File: config.mk
export PLATFORM = sky130hd
export DESIGN_NAME = rv32_id_stage_pv_flat
export DESIGN_NICKNAME = d
export VERILOG_FILES = /design/src/rtl/rv32_id_stage_pv_if.sv /design/src/rtl/rv32_id_stage_pv.sv /design/src/flat_wrapper.sv
export SDC_FILE = /design/constraint.sdc
export NUM_CORES = 1
export LEC_CHECK = 0
export ABC_AREA = 1
export BUFFER_PORTS_ARGS = -buffer_cell sky130_fd_sc_hd__buf_2
export CORE_ASPECT_RATIO = 1.2
export CORE_MARGIN = 2
export CORE_UTILIZATION = 35
export CTS_BUF_LIST = sky130_fd_sc_hd__clkbuf_4 sky130_fd_sc_hd__clkbuf_8 sky130_fd_sc_hd__clkbuf_16
export DETAILED_ROUTE_END_ITERATION = 10
export GPL_TIMING_DRIVEN = 0
export MAX_ROUTING_LAYER = met4
export PLACE_DENSITY_LB_ADDON = 0.08
export SLEW_MARGIN = 20
export SYNTH_ARGS = -nofsm -noshare
export SYNTH_HDL_FRONTEND = slang
export SYNTH_SLANG_ARGS = --single-unit
export TNS_END_PERCENT = 10
File: constraint.sdc
create_clock -name clk -period 6.1 [get_ports clk]
set_input_delay 0.915 -clock clk [delete_from_list [all_inputs] [get_ports clk]]
set_output_delay 0.915 -clock clk [all_outputs]
set_load 0.02 [all_outputs]
File: src/rtl/rv32_id_stage_pv_if.sv
// Signal bundle between IF, register file, forwarding network, EX and the RV32 ID stage.
// The slave modport is the ID stage's view of the bundle; the master modport is the view of the logic around it.
interface rv32_id_stage_pv_if #(
  parameter int unsigned XLEN    = 32,
  parameter int unsigned NUM_FWD = 3
);
  logic                    if_valid_in;
  logic [XLEN-1:0]         pc_in;
  logic [31:0]             iw_in;
  logic                    id_ready_out;
  logic                    jump_enable_out;
  logic [XLEN-1:0]         jump_addr_out;
  logic [4:0]              regif_rs1_reg;
  logic [4:0]              regif_rs2_reg;
  logic [XLEN-1:0]         regif_rs1_data;
  logic [XLEN-1:0]         regif_rs2_data;
  logic [NUM_FWD-1:0]      fwd_enable;
  logic [5*NUM_FWD-1:0]    fwd_reg;
  logic [XLEN*NUM_FWD-1:0] fwd_data;
  logic [NUM_FWD-1:0]      fwd_is_load;
  logic                    ex_ready_in;
  logic                    ex_valid_out;
  logic [XLEN-1:0]         pc_out;
  logic [31:0]             iw_out;
  logic [XLEN-1:0]         rs1_data_out;
  logic [XLEN-1:0]         rs2_data_out;
  logic [4:0]              wb_reg_out;
  logic                    wb_enable_out;
  logic                    mem_read_out;
  logic                    mem_write_out;
  logic                    halted_out;

  modport slave (
    input  if_valid_in, pc_in, iw_in, regif_rs1_data, regif_rs2_data,
           fwd_enable, fwd_reg, fwd_data, fwd_is_load, ex_ready_in,
    output id_ready_out, jump_enable_out, jump_addr_out, regif_rs1_reg, regif_rs2_reg,
           ex_valid_out, pc_out, iw_out, rs1_data_out, rs2_data_out,
           wb_reg_out, wb_enable_out, mem_read_out, mem_write_out, halted_out
  );

  modport master (
    output if_valid_in, pc_in, iw_in, regif_rs1_data, regif_rs2_data,
           fwd_enable, fwd_reg, fwd_data, fwd_is_load, ex_ready_in,
    input  id_ready_out, jump_enable_out, jump_addr_out, regif_rs1_reg, regif_rs2_reg,
           ex_valid_out, pc_out, iw_out, rs1_data_out, rs2_data_out,
           wb_reg_out, wb_enable_out, mem_read_out, mem_write_out, halted_out
  );
endinterface

File: src/rtl/rv32_id_stage_pv.sv
// RV32 instruction-decode stage: operand forwarding, ID-resolved jumps with one-cycle squash,
// load-use stall, EBREAK halt and valid/ready handshakes towards IF and EX.
module rv32_id_stage_pv #(
  parameter int unsigned XLEN    = 32,
  parameter int unsigned NUM_FWD = 3,
  parameter logic [31:0] NOP_IW  = 32'h00000013
) (
  input logic              clk,
  input logic              reset,
  rv32_id_stage_pv_if.slave bus
);
  localparam logic [6:0] OP_R      = 7'b0110011;
  localparam logic [6:0] OP_IMM    = 7'b0010011;
  localparam logic [6:0] OP_LOAD   = 7'b0000011;
  localparam logic [6:0] OP_STORE  = 7'b0100011;
  localparam logic [6:0] OP_BRANCH = 7'b1100011;
  localparam logic [6:0] OP_JAL    = 7'b1101111;
  localparam logic [6:0] OP_JALR   = 7'b1100111;
  localparam logic [6:0] OP_LUI    = 7'b0110111;
  localparam logic [6:0] OP_AUIPC  = 7'b0010111;
  localparam logic [31:0] EBREAK   = 32'h00100073;

  typedef enum logic [1:0] {RUN, FLUSH, HALT} state_t;
  state_t state, state_next;

  logic [31:0] iw;
  logic [4:0]  rd, rs1, rs2;
  logic [2:0]  f3;
  logic writes_rd, uses_rs1, uses_rs2, is_load, is_store, is_branch, is_jal, is_jalr, known;
  logic is_ebreak, load_use, branch_taken, jump_req, id_ready, fire, load_insn;
  logic [XLEN-1:0] rs1_val, rs2_val, imm_i, imm_b, imm_j, jalr_sum, target;
  logic unused_fwd_is_load;

  assign iw  = bus.iw_in;
  assign rd  = iw[11:7];
  assign f3  = iw[14:12];
  assign rs1 = iw[19:15];
  assign is_ebreak = (iw == EBREAK);
  assign unused_fwd_is_load = ^bus.fwd_is_load;

  always_comb begin
    {writes_rd, uses_rs1, uses_rs2, is_load, is_store, is_branch, is_jal, is_jalr, known} = '0;
    case (iw[6:0])
      OP_R:      {writes_rd, uses_rs1, uses_rs2, known} = '1;
      OP_IMM:    {writes_rd, uses_rs1, known} = '1;
      OP_LOAD:   {writes_rd, uses_rs1, is_load, known} = '1;
      OP_STORE:  {uses_rs1, uses_rs2, is_store, known} = '1;
      OP_BRANCH: {uses_rs1, uses_rs2, is_branch, known} = '1;
      OP_JAL:    {writes_rd, is_jal, known} = '1;
      OP_JALR:   {writes_rd, uses_rs1, is_jalr, known} = '1;
      OP_LUI, OP_AUIPC: {writes_rd, known} = '1;
      default: ;
    endcase
  end

  assign rs2 = uses_rs2 ? iw[24:20] : 5'd0;
  assign bus.regif_rs1_reg = rs1;
  assign bus.regif_rs2_reg = rs2;

  // Walk from the oldest source down so the nearest matching stage wins.
  always_comb begin
    rs1_val = bus.regif_rs1_data;
    rs2_val = bus.regif_rs2_data;
    for (int unsigned i = NUM_FWD; i > 0; i--) begin
      if (bus.fwd_enable[i-1] && bus.fwd_reg[5*(i-1) +: 5] == rs1)
        rs1_val = bus.fwd_data[XLEN*(i-1) +: XLEN];
      if (bus.fwd_enable[i-1] && bus.fwd_reg[5*(i-1) +: 5] == rs2)
        rs2_val = bus.fwd_data[XLEN*(i-1) +: XLEN];
    end
    if (rs1 == 5'd0) rs1_val = '0;
    if (rs2 == 5'd0) rs2_val = '0;
  end

  assign load_use = bus.if_valid_in && state == RUN && bus.fwd_enable[0] && bus.fwd_is_load[0]
                 && bus.fwd_reg[4:0] != 5'd0
                 && ((uses_rs1 && bus.fwd_reg[4:0] == rs1) || (uses_rs2 && bus.fwd_reg[4:0] == rs2));

  assign imm_i = {{(XLEN-12){iw[31]}}, iw[31:20]};
  assign imm_b = {{(XLEN-12){iw[31]}}, iw[7], iw[30:25], iw[11:8], 1'b0};
  assign imm_j = {{(XLEN-20){iw[31]}}, iw[19:12], iw[20], iw[30:21], 1'b0};
  assign jalr_sum = rs1_val + imm_i;

  always_comb begin
    branch_taken = 1'b0;
    case (f3)
      3'b000: branch_taken = (rs1_val == rs2_val);
      3'b001: branch_taken = (rs1_val != rs2_val);
      3'b100: branch_taken = ($signed(rs1_val) <  $signed(rs2_val));
      3'b101: branch_taken = ($signed(rs1_val) >= $signed(rs2_val));
      3'b110: branch_taken = (rs1_val <  rs2_val);
      3'b111: branch_taken = (rs1_val >= rs2_val);
      default: branch_taken = 1'b0;
    endcase
  end

  assign jump_req = is_jal || is_jalr || (is_branch && branch_taken);
  assign target   = is_jal  ? bus.pc_in + imm_j
                  : is_jalr ? {jalr_sum[XLEN-1:1], 1'b0}
                  :           bus.pc_in + imm_b;

  always_ff @(posedge clk or negedge reset) begin
    if (!reset) state <= RUN;
    else        state <= state_next;
  end

  always_comb begin
    state_next = state;
    case (state)
      RUN: begin
        if (fire && jump_req)       state_next = FLUSH;
        else if (fire && is_ebreak) state_next = HALT;
      end
      FLUSH:   if (bus.if_valid_in && id_ready) state_next = RUN;
      HALT:    state_next = HALT;
      default: state_next = RUN;
    endcase
  end

  always_comb begin
    id_ready       = 1'b0;
    bus.halted_out = 1'b0;
    case (state)
      RUN:     id_ready = bus.ex_ready_in && !load_use;
      FLUSH:   id_ready = bus.ex_ready_in;
      HALT:    bus.halted_out = 1'b1;
      default: id_ready = 1'b0;
    endcase
  end

  assign bus.id_ready_out    = id_ready;
  assign fire                = bus.if_valid_in && id_ready && state == RUN;
  assign bus.jump_enable_out = fire && jump_req;
  assign bus.jump_addr_out   = bus.jump_enable_out ? target : '0;
  assign load_insn           = fire && known && !is_ebreak;

  // Anything accepted by EX that is not a decodable fired instruction becomes a bubble.
  always_ff @(posedge clk or negedge reset) begin
    if (!reset) begin
      bus.ex_valid_out  <= 1'b0;
      bus.pc_out        <= '0;
      bus.iw_out        <= NOP_IW;
      bus.rs1_data_out  <= '0;
      bus.rs2_data_out  <= '0;
      bus.wb_reg_out    <= '0;
      bus.wb_enable_out <= 1'b0;
      bus.mem_read_out  <= 1'b0;
      bus.mem_write_out <= 1'b0;
    end else if (bus.ex_ready_in) begin
      if (load_insn) begin
        bus.ex_valid_out  <= 1'b1;
        bus.pc_out        <= bus.pc_in;
        bus.iw_out        <= iw;
        bus.rs1_data_out  <= rs1_val;
        bus.rs2_data_out  <= rs2_val;
        bus.wb_reg_out    <= writes_rd ? rd : 5'd0;
        bus.wb_enable_out <= writes_rd && rd != 5'd0;
        bus.mem_read_out  <= is_load;
        bus.mem_write_out <= is_store;
      end else begin
        bus.ex_valid_out  <= 1'b0;
        bus.pc_out        <= '0;
        bus.iw_out        <= NOP_IW;
        bus.rs1_data_out  <= '0;
        bus.rs2_data_out  <= '0;
        bus.wb_reg_out    <= '0;
        bus.wb_enable_out <= 1'b0;
        bus.mem_read_out  <= 1'b0;
        bus.mem_write_out <= 1'b0;
      end
    end
  end
endmodule

File: src/flat_wrapper.sv
// flat-port wrapper written by rule: the top's interface ports become plain ports
module rv32_id_stage_pv_flat 
#(
  parameter int unsigned XLEN    = 32,
  parameter int unsigned NUM_FWD = 3,
  parameter logic [31:0] NOP_IW  = 32'h00000013
)
  (clk, reset, bus_if_valid_in, bus_pc_in, bus_iw_in, bus_regif_rs1_data, bus_regif_rs2_data, bus_fwd_enable, bus_fwd_reg, bus_fwd_data, bus_fwd_is_load, bus_ex_ready_in, bus_id_ready_out, bus_jump_enable_out, bus_jump_addr_out, bus_regif_rs1_reg, bus_regif_rs2_reg, bus_ex_valid_out, bus_pc_out, bus_iw_out, bus_rs1_data_out, bus_rs2_data_out, bus_wb_reg_out, bus_wb_enable_out, bus_mem_read_out, bus_mem_write_out, bus_halted_out);
  rv32_id_stage_pv_if #(.XLEN(XLEN), .NUM_FWD(NUM_FWD)) bus_i ();
  input logic clk;
  input logic reset;
  input wire logic [$bits(bus_i.if_valid_in)-1:0] bus_if_valid_in;
  input wire logic [$bits(bus_i.pc_in)-1:0] bus_pc_in;
  input wire logic [$bits(bus_i.iw_in)-1:0] bus_iw_in;
  input wire logic [$bits(bus_i.regif_rs1_data)-1:0] bus_regif_rs1_data;
  input wire logic [$bits(bus_i.regif_rs2_data)-1:0] bus_regif_rs2_data;
  input wire logic [$bits(bus_i.fwd_enable)-1:0] bus_fwd_enable;
  input wire logic [$bits(bus_i.fwd_reg)-1:0] bus_fwd_reg;
  input wire logic [$bits(bus_i.fwd_data)-1:0] bus_fwd_data;
  input wire logic [$bits(bus_i.fwd_is_load)-1:0] bus_fwd_is_load;
  input wire logic [$bits(bus_i.ex_ready_in)-1:0] bus_ex_ready_in;
  output wire logic [$bits(bus_i.id_ready_out)-1:0] bus_id_ready_out;
  output wire logic [$bits(bus_i.jump_enable_out)-1:0] bus_jump_enable_out;
  output wire logic [$bits(bus_i.jump_addr_out)-1:0] bus_jump_addr_out;
  output wire logic [$bits(bus_i.regif_rs1_reg)-1:0] bus_regif_rs1_reg;
  output wire logic [$bits(bus_i.regif_rs2_reg)-1:0] bus_regif_rs2_reg;
  output wire logic [$bits(bus_i.ex_valid_out)-1:0] bus_ex_valid_out;
  output wire logic [$bits(bus_i.pc_out)-1:0] bus_pc_out;
  output wire logic [$bits(bus_i.iw_out)-1:0] bus_iw_out;
  output wire logic [$bits(bus_i.rs1_data_out)-1:0] bus_rs1_data_out;
  output wire logic [$bits(bus_i.rs2_data_out)-1:0] bus_rs2_data_out;
  output wire logic [$bits(bus_i.wb_reg_out)-1:0] bus_wb_reg_out;
  output wire logic [$bits(bus_i.wb_enable_out)-1:0] bus_wb_enable_out;
  output wire logic [$bits(bus_i.mem_read_out)-1:0] bus_mem_read_out;
  output wire logic [$bits(bus_i.mem_write_out)-1:0] bus_mem_write_out;
  output wire logic [$bits(bus_i.halted_out)-1:0] bus_halted_out;
  assign bus_i.if_valid_in = bus_if_valid_in;
  assign bus_i.pc_in = bus_pc_in;
  assign bus_i.iw_in = bus_iw_in;
  assign bus_i.regif_rs1_data = bus_regif_rs1_data;
  assign bus_i.regif_rs2_data = bus_regif_rs2_data;
  assign bus_i.fwd_enable = bus_fwd_enable;
  assign bus_i.fwd_reg = bus_fwd_reg;
  assign bus_i.fwd_data = bus_fwd_data;
  assign bus_i.fwd_is_load = bus_fwd_is_load;
  assign bus_i.ex_ready_in = bus_ex_ready_in;
  assign bus_id_ready_out = bus_i.id_ready_out;
  assign bus_jump_enable_out = bus_i.jump_enable_out;
  assign bus_jump_addr_out = bus_i.jump_addr_out;
  assign bus_regif_rs1_reg = bus_i.regif_rs1_reg;
  assign bus_regif_rs2_reg = bus_i.regif_rs2_reg;
  assign bus_ex_valid_out = bus_i.ex_valid_out;
  assign bus_pc_out = bus_i.pc_out;
  assign bus_iw_out = bus_i.iw_out;
  assign bus_rs1_data_out = bus_i.rs1_data_out;
  assign bus_rs2_data_out = bus_i.rs2_data_out;
  assign bus_wb_reg_out = bus_i.wb_reg_out;
  assign bus_wb_enable_out = bus_i.wb_enable_out;
  assign bus_mem_read_out = bus_i.mem_read_out;
  assign bus_mem_write_out = bus_i.mem_write_out;
  assign bus_halted_out = bus_i.halted_out;
  rv32_id_stage_pv #(.XLEN(XLEN), .NUM_FWD(NUM_FWD), .NOP_IW(NOP_IW)) u_core (.clk(clk), .reset(reset), .bus(bus_i));
endmodule
==> impl_summary.log <==
INFO  metric dieArea = 43200 µm²
INFO  metric critical_path_required = 5180 ps
INFO  metric power.share.combinational = 0.364
INFO  metric critPathMaxFanout = 7
INFO  metric via_count = 18100
INFO  metric timing.final.hold_violations = 0
INFO  metric tritoncts.num_buffers = 17
INFO  metric cts_sinks = 139
INFO  metric globalRoute.totalOverflow = 0
INFO  metric drt_first_iter_violations = 1029
INFO  metric power_switching_share = 0.382
INFO  metric synth-main-ff-cell = dfrtp_1
INFO  metric run_status = finished, violations left
INFO  metric hold_ws = 327 ps
INFO  metric worst_slew_pin_slew = 1070 ps
INFO  metric grt_pass1_vias = 17600
INFO  metric violations = setup timing
INFO  metric relSlewSlack = 0.286
INFO  metric cts.htree.levels = 4
INFO  metric multi_input_comb_area = 10200 µm²
INFO  metric synthCells = 2340
INFO  metric ys_warn_count = 0
INFO  metric drt_drc_violations_left = 0
INFO  metric critPathLaunchType = primary input
INFO  metric post-route-min-period = 6230 ps
INFO  metric clock_power_frac = 0.350
INFO  metric place_congestion = 0.981
INFO  metric p_sw = between 1000 and 1500 µW
INFO  metric nets = 3201
INFO  metric post_synth_main_area_contributors = dfrtp_1, nand2_1, ha_1
INFO  metric list_of_most_frequent_post_synthesis_cells = nand2_1, inv_1, nor2_1, a21oi_1, o21ai_0
INFO  metric mappedNetlistNets = around 2700
INFO  metric start_util = 0.355
INFO  metric std_cell_rows = between 80 and 90
INFO  metric routed_wirelength = 73100 µm
INFO  metric p_int = 2000 µW
INFO  metric cap_viol_max_count = 0
INFO  metric share_of_post_route_cells_with_drive_strength_above_1 = 0.252
INFO  metric synthDistinctLibCells = 54
INFO  metric dpl.hpwl = 60700 µm
INFO  metric type_of_element_capturing_the_critical_path = output port
INFO  metric number_of_enable_flip_flop_cells_after_synthesis = 0
INFO  metric async_flop_share = 1.00
INFO  metric slew_violations = 0
INFO  metric pwr_dens = 166 nW/µm²
INFO  metric ys_ff_latch = 139
INFO  metric share_seq_of_total_power = 0.286
INFO  metric antenna_cells = 0
INFO  metric grt_setup_unrepaired = yes
INFO  metric average_wire_per_standard_cell = 21.5 µm
INFO  metric worst-setup-path-type = primary input to output port
INFO  metric worst_ep_arrival_time = 5310 ps
INFO  metric minimum_setup_slack_after_placement = -2210 ps
INFO  metric register_area = around 3500 µm²
INFO  metric floorplan.die.height = 227 µm
INFO  metric synthesis.area_per_instance = around 6.2 µm²
INFO  metric global_route_total_usage_across_every_layer = 0.336
INFO  metric cts.clk_slew.worst_paths = 70 ps
INFO  metric area_delta_synth_final = 33.6%
INFO  metric cell_area_after_technology_mapping = 14600 µm²
INFO  metric drtAntennaViolNets = 0
INFO  metric ctsHoldBuffers = 0
INFO  metric timing.clock.skew = about 11 ps
INFO  metric grt_first_pass_wirelength = 106000 µm
INFO  metric synth.most_common_cell = nand2_1
INFO  metric netlist.area_leader.share = 0.234
INFO  metric buffer_ports.inserted = 428
INFO  metric cts-root-to-sink-buffers = 2
INFO  metric grt_max_degree = 93
INFO  metric timing.final.ws_setup = -129 ps
INFO  metric synth-seq-area-share = 0.239
INFO  metric via_per_inst = 5.34
INFO  metric setup_viol = 32
INFO  metric timing.hold.worst.class = primary input to async pin
INFO  metric firstDrtPassIters = 5
INFO  metric fill_cells = 4433
INFO  metric leakage = 0.0103 µW
INFO  metric insertion_delay = 460 ps
INFO  metric max_freq = 0.161 GHz
INFO  metric synth_largest_area_cell = dfrtp_1
INFO  metric floorplan.core_area = 40900 µm²
INFO  metric final_min_period_over_clock_period = 1.02
INFO  metric die-width = roughly 190 µm
INFO  metric clk_root_buffer_cell = clkbuf_16
INFO  metric ios = 431
INFO  metric power.ir.vdd_worst = approximately 0.18 mV
INFO  metric antenna_found_initial = 0
INFO  metric clock_tree_from_tritoncts = built
## state kept, by name, indices dropped and copies added, names as in the netlist
signal / cells
u_core.bus.mem_read_out: 1
u_core.bus.wb_reg_out: 5
u_core.bus.wb_enable_out: 1
u_core.bus.ex_valid_out: 1
u_core.state: 2
u_core.bus.mem_write_out: 1
u_core.bus.rs1_data_out: 32
u_core.bus.rs2_data_out: 32
u_core.bus.iw_out: 32
u_core.bus.pc_out: 32
## per-layer routing
layer,GRT usage,vias to the layer above,part of all wire
li1,-,8840,-
met1,0.373,8501,0.39
met2,0.611,654,0.51
met3,0.0438,139,0.055
met4,0.127,0,0.037
met5,-,-,0
## placed cells by master, fill, tap and decap left out, types with 17 or more instances in the layout
cell	n
nand2_2	19
inv_1	274
o21ai_1	94
a21oi_2	17
dfrtp_1	136
nor2_1	188
nand2_1	600
clkbuf_1	36
nor3_1	26
buf_2	414
xnor2_1	17
o21ai_0	172
xor2_1	23
buf_4	82
clkbuf_16	18
nand3_1	107
ha_1	95
a21oi_1	172
o211ai_1	60
nand4_1	66
buf_6	26
## metrics by stage
step | setup TNS [ps] | total power [µW] | utilization | std cells | area, µm²
2_1_floorplan | 0 | 1600 | - | 2340 | 14600
3_3_place_gp | -68470 | 2010 | 0.424 | 3307 | 17400
3_5_place_dp | -70550 | 2010 | 0.425 | 3308 | 17400
4_1_cts | -2770 | 3190 | 0.464 | 3382 | 19000
5_1_grt | -8620 | 3390 | 0.475 | 3396 | 19400
6_report | -2650 | 3230 | 0.475 | 3396 | 19400
## timing repair
action / CTS / global route
cloned: 1 / 0
hold endpoints to repair: 0 / 0
gates resized for setup: 182 / 106
setup endpoints to repair: 35 / 33
pin swaps: 31 / 52
buffers inserted: 42 / 14
## critical path, cell delays in order
cell       delay [ps]
buf_6              90
inv_4              40
o211ai_4          430
nor2_4             80
buf_6             150
a221oi_4          330
nand3_4           190
buf_6             160
o211ai_1          250
nand2_2           170
ha_4              300
nand2_2            70
nor2_4            120
nand4_1           180
nor4b_4           290
buf_6             170
nand2_4            70
nor2_2            100
a21oi_1            50
o21ai_1            80
nor2_1             60
nand3_2           100
nand2_2            70
nand2_4           150
clkbuf_16         180
nand3_2            80
a21oi_2           200
buf_4             180
## path summary, 6_finish.rpt
path / from / end / slack, ps / depth (start not counted)
worst max register to register: u_core.state[0] / u_core.bus.wb_reg_out[3] / 4060 / 10
worst min-delay path: reset / u_core.bus.iw_out[8] / 330 / 1
min in group clk: u_core.bus.rs1_data_out[26] / u_core.bus.rs1_data_out[26] / 470 / 2
worst max-delay path: bus_iw_in[4] / bus_jump_addr_out[19] / -130 / 28
max in group asynchronous: reset / u_core.bus.rs2_data_out[24] / 4910 / 2
worst min register to register: u_core.bus.rs1_data_out[26] / u_core.bus.rs1_data_out[26] / 470 / 2
## power by group through the flow
stage / combinational (µW) / sequential (µW) / clock (µW)
after floorplan: 663 / 940 / 0
after detailed placement: 1070 / 939 / 0
after global routing: 1300 / 922 / 1180
after CTS: 1130 / 922 / 1140
final: 1170 / 922 / 1130
after global placement: 1070 / 940 / 0
## logic make-up (layout without fill, tap and decap cells)
logic type	Yosys count	in the layout	synth area share
compound gates	582	582	0.221
flops	139	139	0.239
simple gates	1079	1079	0.314
fa+ha+maj	108	108	0.0944
xor+xnor	42	42	0.0253
buf+inv	390	907	0.106
## cell type report
cell class | instances | area share
clock buffers | 20 | 0.0234
plain buffers | 98 | 0.0295
inverters | 291 | 0.0578
repair buffers | 486 | 0.144
multi-input cells | 1811 | 0.523
well taps | 539 | 0.0347
clock inverters | 12 | 0.00837
flip-flops and latches | 139 | 0.179
No activity file was read; power rests on OpenSTA's default activity.
